**src/rtl/ssd_pkg.sv**
```systemverilog
// Shared types and segment table for the seven-segment scan controller.
// Segment bit order: seg[0]=a .. seg[6]=g, active-high.
package ssd_pkg;

    typedef enum logic [1:0] {
        S_IDLE,
        S_SHOW,
        S_BLANK
    } state_t;

    localparam int SEG_A = 0;
    localparam int SEG_B = 1;
    localparam int SEG_C = 2;
    localparam int SEG_D = 3;
    localparam int SEG_E = 4;
    localparam int SEG_F = 5;
    localparam int SEG_G = 6;

    localparam logic [6:0] SA = 7'(1) << SEG_A;
    localparam logic [6:0] SB = 7'(1) << SEG_B;
    localparam logic [6:0] SC = 7'(1) << SEG_C;
    localparam logic [6:0] SD = 7'(1) << SEG_D;
    localparam logic [6:0] SE = 7'(1) << SEG_E;
    localparam logic [6:0] SF = 7'(1) << SEG_F;
    localparam logic [6:0] SG = 7'(1) << SEG_G;

    // 0-9, A, b, C, d, E, F
    localparam logic [6:0] SEG_TABLE [16] = '{
        SA | SB | SC | SD | SE | SF,
        SB | SC,
        SA | SB | SD | SE | SG,
        SA | SB | SC | SD | SG,
        SB | SC | SF | SG,
        SA | SC | SD | SF | SG,
        SA | SC | SD | SE | SF | SG,
        SA | SB | SC,
        SA | SB | SC | SD | SE | SF | SG,
        SA | SB | SC | SD | SF | SG,
        SA | SB | SC | SE | SF | SG,
        SC | SD | SE | SF | SG,
        SA | SD | SE | SF,
        SB | SC | SD | SE | SG,
        SA | SD | SE | SF | SG,
        SA | SE | SF | SG
    };

endpackage

```
**src/rtl/ssd_hex_decode.sv**
```systemverilog
// Combinational hex nibble to 7-segment decoder.
module ssd_hex_decode
    import ssd_pkg::*;
(
    input  logic [3:0] nibble,
    output logic [6:0] seg
);

    assign seg = SEG_TABLE[nibble];

endmodule

```
**src/rtl/ssd_scan_ctrl.sv**
```systemverilog
// Time-multiplexed seven-segment scan controller with double-buffered load.
// Optional: LEADING_ZERO_BLANK_EN blanks leading zero digits (digit 0 kept).
module ssd_scan_ctrl
    import ssd_pkg::*;
#(
    parameter int ms_limit     = 100000,
    parameter int DIGIT_MS     = 1,
    parameter int BLANK_CYCLES = 2,
    parameter int N_DIGITS     = 4
) (
    input  logic                    clk,
    input  logic                    rst,
    input  logic                    enable,
    input  logic                    load_valid,
    output logic                    load_ready,
    input  logic [4*N_DIGITS-1:0]   load_data,
    input  logic [N_DIGITS-1:0]     load_dp,
    output logic [6:0]              seg,
    output logic                    dp,
    output logic [N_DIGITS-1:0]     an,
    output logic                    frame_done
);

    localparam int MW   = ms_limit > 1 ? $clog2(ms_limit) : 1;
    localparam int TW   = DIGIT_MS > 1 ? $clog2(DIGIT_MS) : 1;
    localparam int BW   = BLANK_CYCLES > 1 ? $clog2(BLANK_CYCLES) : 1;
    localparam int IW   = N_DIGITS > 1 ? $clog2(N_DIGITS) : 1;
    localparam int BMAX = BLANK_CYCLES > 0 ? BLANK_CYCLES - 1 : 0;

    localparam logic [MW-1:0] MS_MAX  = MW'(ms_limit - 1);
    localparam logic [TW-1:0] TK_MAX  = TW'(DIGIT_MS - 1);
    localparam logic [BW-1:0] BK_MAX  = BW'(BMAX);
    localparam logic [IW-1:0] IDX_MAX = IW'(N_DIGITS - 1);
    localparam logic [N_DIGITS-1:0] AN_ONE = N_DIGITS'(1);

    state_t                 state_q, state_n;
    logic [IW-1:0]          idx_q, idx_n, idx_inc;
    logic [MW-1:0]          ms_q, ms_n;
    logic [TW-1:0]          tick_q, tick_n;
    logic [BW-1:0]          blk_q, blk_n;
    logic [4*N_DIGITS-1:0]  act_d_q, act_d_n, pend_d_q, pend_d_n;
    logic [N_DIGITS-1:0]    act_p_q, act_p_n, pend_p_q, pend_p_n;
    logic                   pend_q, pend_n, ready_q;
    logic [6:0]             seg_q, seg_n, dec_seg;
    logic                   dp_q, dp_n, fd_q, fd_n;
    logic [N_DIGITS-1:0]    an_q, an_n;
    logic                   bnd, last, dwell_end, show, xfer, copy, lz;
    logic [3:0]             nib;

    always_comb begin
        state_n   = state_q;
        idx_n     = idx_q;
        ms_n      = ms_q;
        tick_n    = tick_q;
        blk_n     = blk_q;
        bnd       = 1'b0;
        dwell_end = (ms_q == MS_MAX) && (tick_q == TK_MAX);
        last      = (idx_q == IDX_MAX);
        idx_inc   = last ? '0 : idx_q + 1'b1;
        if (!enable) begin
            state_n = S_IDLE;
            idx_n   = '0;
            ms_n    = '0;
            tick_n  = '0;
            blk_n   = '0;
        end else begin
            case (state_q)
                S_IDLE: begin
                    state_n = S_SHOW;
                    idx_n   = '0;
                    ms_n    = '0;
                    tick_n  = '0;
                    bnd     = 1'b1;
                end
                S_SHOW: begin
                    if (!dwell_end) begin
                        if (ms_q == MS_MAX) begin
                            ms_n   = '0;
                            tick_n = tick_q + 1'b1;
                        end else begin
                            ms_n = ms_q + 1'b1;
                        end
                    end else if (BLANK_CYCLES == 0) begin
                        idx_n  = idx_inc;
                        ms_n   = '0;
                        tick_n = '0;
                        bnd    = last;
                    end else begin
                        state_n = S_BLANK;
                        blk_n   = '0;
                    end
                end
                S_BLANK: begin
                    if (blk_q == BK_MAX) begin
                        state_n = S_SHOW;
                        idx_n   = idx_inc;
                        ms_n    = '0;
                        tick_n  = '0;
                        bnd     = last;
                    end else begin
                        blk_n = blk_q + 1'b1;
                    end
                end
                default: state_n = S_IDLE;
            endcase
        end
    end

    // A boundary copy wins; a same-cycle transfer waits for the next one.
    always_comb begin
        xfer     = load_valid && ready_q;
        copy     = bnd && pend_q;
        act_d_n  = copy ? pend_d_q : act_d_q;
        act_p_n  = copy ? pend_p_q : act_p_q;
        pend_d_n = pend_d_q;
        pend_p_n = pend_p_q;
        pend_n   = pend_q;
        if (copy) begin
            pend_n = 1'b0;
        end else if (xfer) begin
            pend_n   = 1'b1;
            pend_d_n = load_data;
            pend_p_n = load_dp;
        end
    end

    assign nib = act_d_n[int'(idx_n)*4 +: 4];

    ssd_hex_decode u_dec (
        .nibble (nib),
        .seg    (dec_seg)
    );

    always_comb begin
        lz = 1'b0;
`ifdef LEADING_ZERO_BLANK_EN
        lz = (idx_n != '0);
        for (int k = 0; k < N_DIGITS; k++) begin
            if (k >= int'(idx_n) && act_d_n[k*4 +: 4] != 4'h0) lz = 1'b0;
        end
`endif
        show = (state_n == S_SHOW);
        an_n = show ? (AN_ONE << idx_n) : '0;
        seg_n = (show && !lz) ? dec_seg : 7'h00;
        dp_n = show && act_p_n[idx_n];
        if (BLANK_CYCLES == 0)
            fd_n = show && (idx_n == IDX_MAX) &&
                   (ms_n == MS_MAX) && (tick_n == TK_MAX);
        else
            fd_n = (state_n == S_BLANK) && (blk_n == BK_MAX) &&
                   (idx_n == IDX_MAX);
    end

    always_ff @(posedge clk) begin
        if (rst) begin
            state_q  <= S_IDLE;
            idx_q    <= '0;
            ms_q     <= '0;
            tick_q   <= '0;
            blk_q    <= '0;
            act_d_q  <= '0;
            act_p_q  <= '0;
            pend_d_q <= '0;
            pend_p_q <= '0;
            pend_q   <= 1'b0;
            ready_q  <= 1'b0;
            seg_q    <= '0;
            dp_q     <= 1'b0;
            an_q     <= '0;
            fd_q     <= 1'b0;
        end else begin
            state_q  <= state_n;
            idx_q    <= idx_n;
            ms_q     <= ms_n;
            tick_q   <= tick_n;
            blk_q    <= blk_n;
            act_d_q  <= act_d_n;
            act_p_q  <= act_p_n;
            pend_d_q <= pend_d_n;
            pend_p_q <= pend_p_n;
            pend_q   <= pend_n;
            ready_q  <= !pend_n;
            seg_q    <= seg_n;
            dp_q     <= dp_n;
            an_q     <= an_n;
            fd_q     <= fd_n;
        end
    end

    assign load_ready = ready_q;
    assign seg        = seg_q;
    assign dp         = dp_q;
    assign an         = an_q;
    assign frame_done = fd_q;

endmodule

```
**config.mk**
```make
export PLATFORM = sky130hd
export DESIGN_NAME = ssd_scan_ctrl
export DESIGN_NICKNAME = d
export VERILOG_FILES = /design/src/rtl/ssd_pkg.sv /design/src/rtl/ssd_hex_decode.sv /design/src/rtl/ssd_scan_ctrl.sv
export SDC_FILE = /design/constraint.sdc
export NUM_CORES = 1
export LEC_CHECK = 0
export ABC_AREA = 0
export BUFFER_PORTS_ARGS = -buffer_cell sky130_fd_sc_hd__buf_2
export CORE_MARGIN = 2
export CORE_UTILIZATION = 53
export CTS_CLUSTER_SIZE = 25
export DETAILED_ROUTE_END_ITERATION = 16
export PLACE_DENSITY = 0.76
export SLEW_MARGIN = 15
export SYNTH_ARGS = -nofsm -noshare
export SYNTH_HDL_FRONTEND = slang
export SYNTH_HIERARCHICAL = 1
export SYNTH_SLANG_ARGS = --single-unit
```
**constraint.sdc**
```tcl
create_clock -name clk -period 3.3 [get_ports clk]
set_input_delay 0.66 -clock clk [delete_from_list [all_inputs] [get_ports clk]]
set_output_delay 0.66 -clock clk [all_outputs]
set_load 0.005 [all_outputs]
```
==> load_flow_metrics.sql <==
INSERT INTO impl_metrics (metric_group, metric, value, unit) VALUES
('routing', 'detail_route.first_pass.iterations', '4', ''),
('logic_synthesis', 'synth_fp_nets', '422', ''),
('sta', 'final.setup_skew', '6.105', 'ps'),
('cells_and_area', 'area_growth_synth_to_finish', '13.65', '%'),
('logic_synthesis', 'number_of_synthesized_flops_with_an_enable_pin', '0', ''),
('cells_and_area', 'final_common_cell', 'sky130_fd_sc_hd__dfxtp_1', ''),
('logic_synthesis', 'synth.top_cell.area_share', '43.56', '%'),
('placed_design', 'placement.io_buffers', '37', ''),
('job', 'maxCapViolations', '0', ''),
('cells_and_area', 'mostFrequentLayoutCells', 'sky130_fd_sc_hd__dfxtp_1 (76), sky130_fd_sc_hd__nand2_1 (51), sky130_fd_sc_hd__nor2_1 (44), sky130_fd_sc_hd__buf_2 (37), sky130_fd_sc_hd__a21oi_1 (28)', ''),
('sta', 'maxClockFrequency', '313.5', 'MHz'),
('setup_path', 'type_of_origin_of_the_critical_path', 'register', ''),
('floorplan', 'die-height', '86.24', 'um'),
('grt', 'grt_use_met1', '26.91', '%'),
('clocking', 'cts_num_sinks', '78', ''),
('floorplan', 'die_span_x', '86.24', 'um'),
('power_and_ir_drop', 'static-leakage-power', '1.550', 'nW'),
('sta', 'finalHoldViolations', '0', ''),
('grt', 'maximum_number_of_pins_on_one_net_before_global_route_repair', '42', ''),
('logic_synthesis', 'synth_seq_cells', '78', ''),
('routing', 'vias_per_cell', '5.501', ''),
('routing', 'postRouteWirelength', '7.286', 'mm'),
('placed_design', 'numPlacedInstances', '491', ''),
('sta', 'final.min_clock_period', '3189', 'ps'),
('clocking', 'cts.root.buffer_cell', 'sky130_fd_sc_hd__clkbuf_8', ''),
('sta', 'relSlewSlack', '51.07', '%'),
('setup_path', 'worst-endpoint-arrival', '3450', 'ps'),
('floorplan', 'rows', '29', ''),
('sta', 'finalCritPeriodShare', '96.65', '%'),
('clocking', 'cts_made_buffers', '9', ''),
('placed_design', 'post-dp-hpwl', '5.100', 'mm'),
('routing', 'route.vias.total', '2800', ''),
('logic_synthesis', 'synthCells', '385', ''),
('sta', 'timing.final.max_slew_violations', '0', ''),
('logic_synthesis', 'avgSynthCellArea', '9.311', 'sq um'),
('clocking', 'maximum_level_of_the_cts_h_tree', '3', ''),
('run_status', 'outcome', 'completed', ''),
('grt', 'grt.busiest_layer', 'met2', ''),
('sta', 'finalSetupTns', '0', 'ps'),
('floorplan', 'pin_count', '38', ''),
('cells_and_area', 'instances_no_fill', '509', ''),
('placed_design', 'routabilityCongestion', '0.8353', ''),
('setup_path', 'master_of_the_slowest_instance_on_the_critical_path', 'sky130_fd_sc_hd__mux4_1', ''),
('logic_synthesis', 'cell_type_with_the_highest_aggregate_area_in_the_netlist', 'sky130_fd_sc_hd__dfxtp_1', ''),
('floorplan', 'die-area', '7437', 'sq um'),
('grt', 'grt_use_met3', '6.000', '%'),
('clocking', 'clk-insertion-delay-late', '360', 'ps'),
('routing', 'ant_nets', '0', ''),
('logic_synthesis', 'async_flop_share', '0', '%'),
('sta', 'worst_pin_slew', '734.0', 'ps'),
('logic_synthesis', 'synth.area.top_cells', 'sky130_fd_sc_hd__dfxtp_1 (44%), sky130_fd_sc_hd__mux2i_1 (6.7%), sky130_fd_sc_hd__nand2_1 (5.3%)', ''),
('grt', 'grt_first_pass_wirelength', '11.92', 'mm'),
('cells_and_area', 'nets_final', '464', ''),
('logic_synthesis', 'synthDistinctLibCells', '67', ''),
('power_and_ir_drop', 'ir_worst_vdd', '217.8', 'uV'),
('logic_synthesis', 'yosys_warnings', '6', ''),
('grt', 'grt_overflow_total', '0', ''),
('cells_and_area', 'insertedDiodeCount', '0', ''),
('logic_synthesis', 'synth-seq-area-share', '43.56', '%'),
('setup_path', 'path_class', 'register to register', ''),
('logic_synthesis', 'post_synth_instance_area', '3585', 'sq um'),
('floorplan', 'floorplan.core_area', '6459', 'sq um'),
('routing', 'drcViolationCount', '0', ''),
('sta', 'report.final.setup_viol', '0', ''),
('floorplan', 'initial_core_util', '55.50', '%'),
('routing', 'avgRoutedWirePerCell', '14.31', 'um'),
('setup_path', 'cp_max_fo', '6', ''),
('setup_path', 'required', '3570', 'ps'),
('grt', 'globalRouteMet2Util', '32.35', '%'),
('power_and_ir_drop', 'power-per-cell-area', '445.4', 'nW/um^2'),
('grt', 'grt_pass1_vias', '2613', '');
## stage by stage
| step | hold slack [ps] | setup slack [ps] | area (sq um) | util, % | total power [mW] |
|---|---|---|---|---|---|
| 6_report | 457.1 | 110.5 | 4074 | 63.08 | 1.814 |
| 3_5_place_dp | 449.2 | 57.36 | 3844 | 59.51 | 1.117 |
| 3_3_place_gp | 444.7 | 165.5 | 3844 | 59.51 | 1.114 |
| 4_1_cts | 459.9 | 49.54 | 4043 | 62.59 | 1.827 |
| 2_1_floorplan | 432.7 | 1.239 | 3585 | - | 1.078 |
| 5_1_grt | 483.0 | -19.92 | 4074 | 63.08 | 1.888 |
## report_power, final
| part | switching, mW | internal [mW] | leakage [nW] | total (mW) |
|---|---|---|---|---|
| Clock | 0.352 | 0.367 | 0.102 | 0.719 |
| Sequential | 0.0115 | 0.963 | 0.634 | 0.974 |
| Combinational | 0.0683 | 0.0529 | 0.815 | 0.121 |
| Total | 0.432 | 1.38 | 1.55 | 1.81 |
## area by class of cell
cell class,count,area [sq um]
multi-input cells,276,1868
well taps,77,96.34
clock buffers,10,137.6
repair buffers,51,302.8
inverters,11,41.29
fillers,560,2385
clock inverters,6,61.31
flip-flops and latches,78,1567
## flip-flops by register name (all words and copies together) (netlist names), 2 cells and up
signal and flops:
act_p_q 4, state_q 2, pend_d_q 16, act_d_q 16, idx_q 2, pend_p_q 4, seg 7, ms_q 17
an 4
## cells in the mapped netlist (all sizes together), types with 5 or more instances
cell type,number
a21oi,28
nand3,7
nor2,45
xor2,11
inv,11
clkbuf,10
mux2,5
buf,10
ha,13
and2,10
dfxtp,78
nand4,5
nand2,52
mux2i,24
o21ai,5
nor3,10
## per-layer routing
layer	vias up	wire (um)
li1	1429	-
met1	1313	3523
met2	48	3393
met3	10	265
met4	0	103
met5	-	0
## worst max-delay path, delay by kind of cell (launching register included)
kind                       cells  cell delay, ps
AOI/OAI and AO/OA              3             760
adders and majority gates      2             550
buffers and inverters          2             250
DFF                            1             370
muxes                          1             490
and+or+nand+nor                3             700
## kinds of logic after synthesis
kind of cell,Yosys count,synth area share [%]
flip-flops,78,43.56
AND/OR/NAND/NOR,161,24.01
multiplexers,30,9.110
adder cells (fa/ha/maj),13,4.538
AO/OA/AOI/OAI,60,11.20
XOR/XNOR,12,2.932
buffers and inverters,31,4.642
## timing repair
action,CTS,global route
buffers inserted,0,2
resized for setup,0,5
endpoints found under the setup margin,0,3
## final timing paths
kind,startpoint,to,slack (ps),cells after the start
worst max register to register,state_q[0],seg[3],110,11
worst min-delay path,pend_p_q[1],pend_p_q[1],460,2
worst min register to register,pend_p_q[1],pend_p_q[1],460,2
worst max-delay path,state_q[0],seg[3],110,11
No activity file was read; power rests on OpenSTA's default activity.
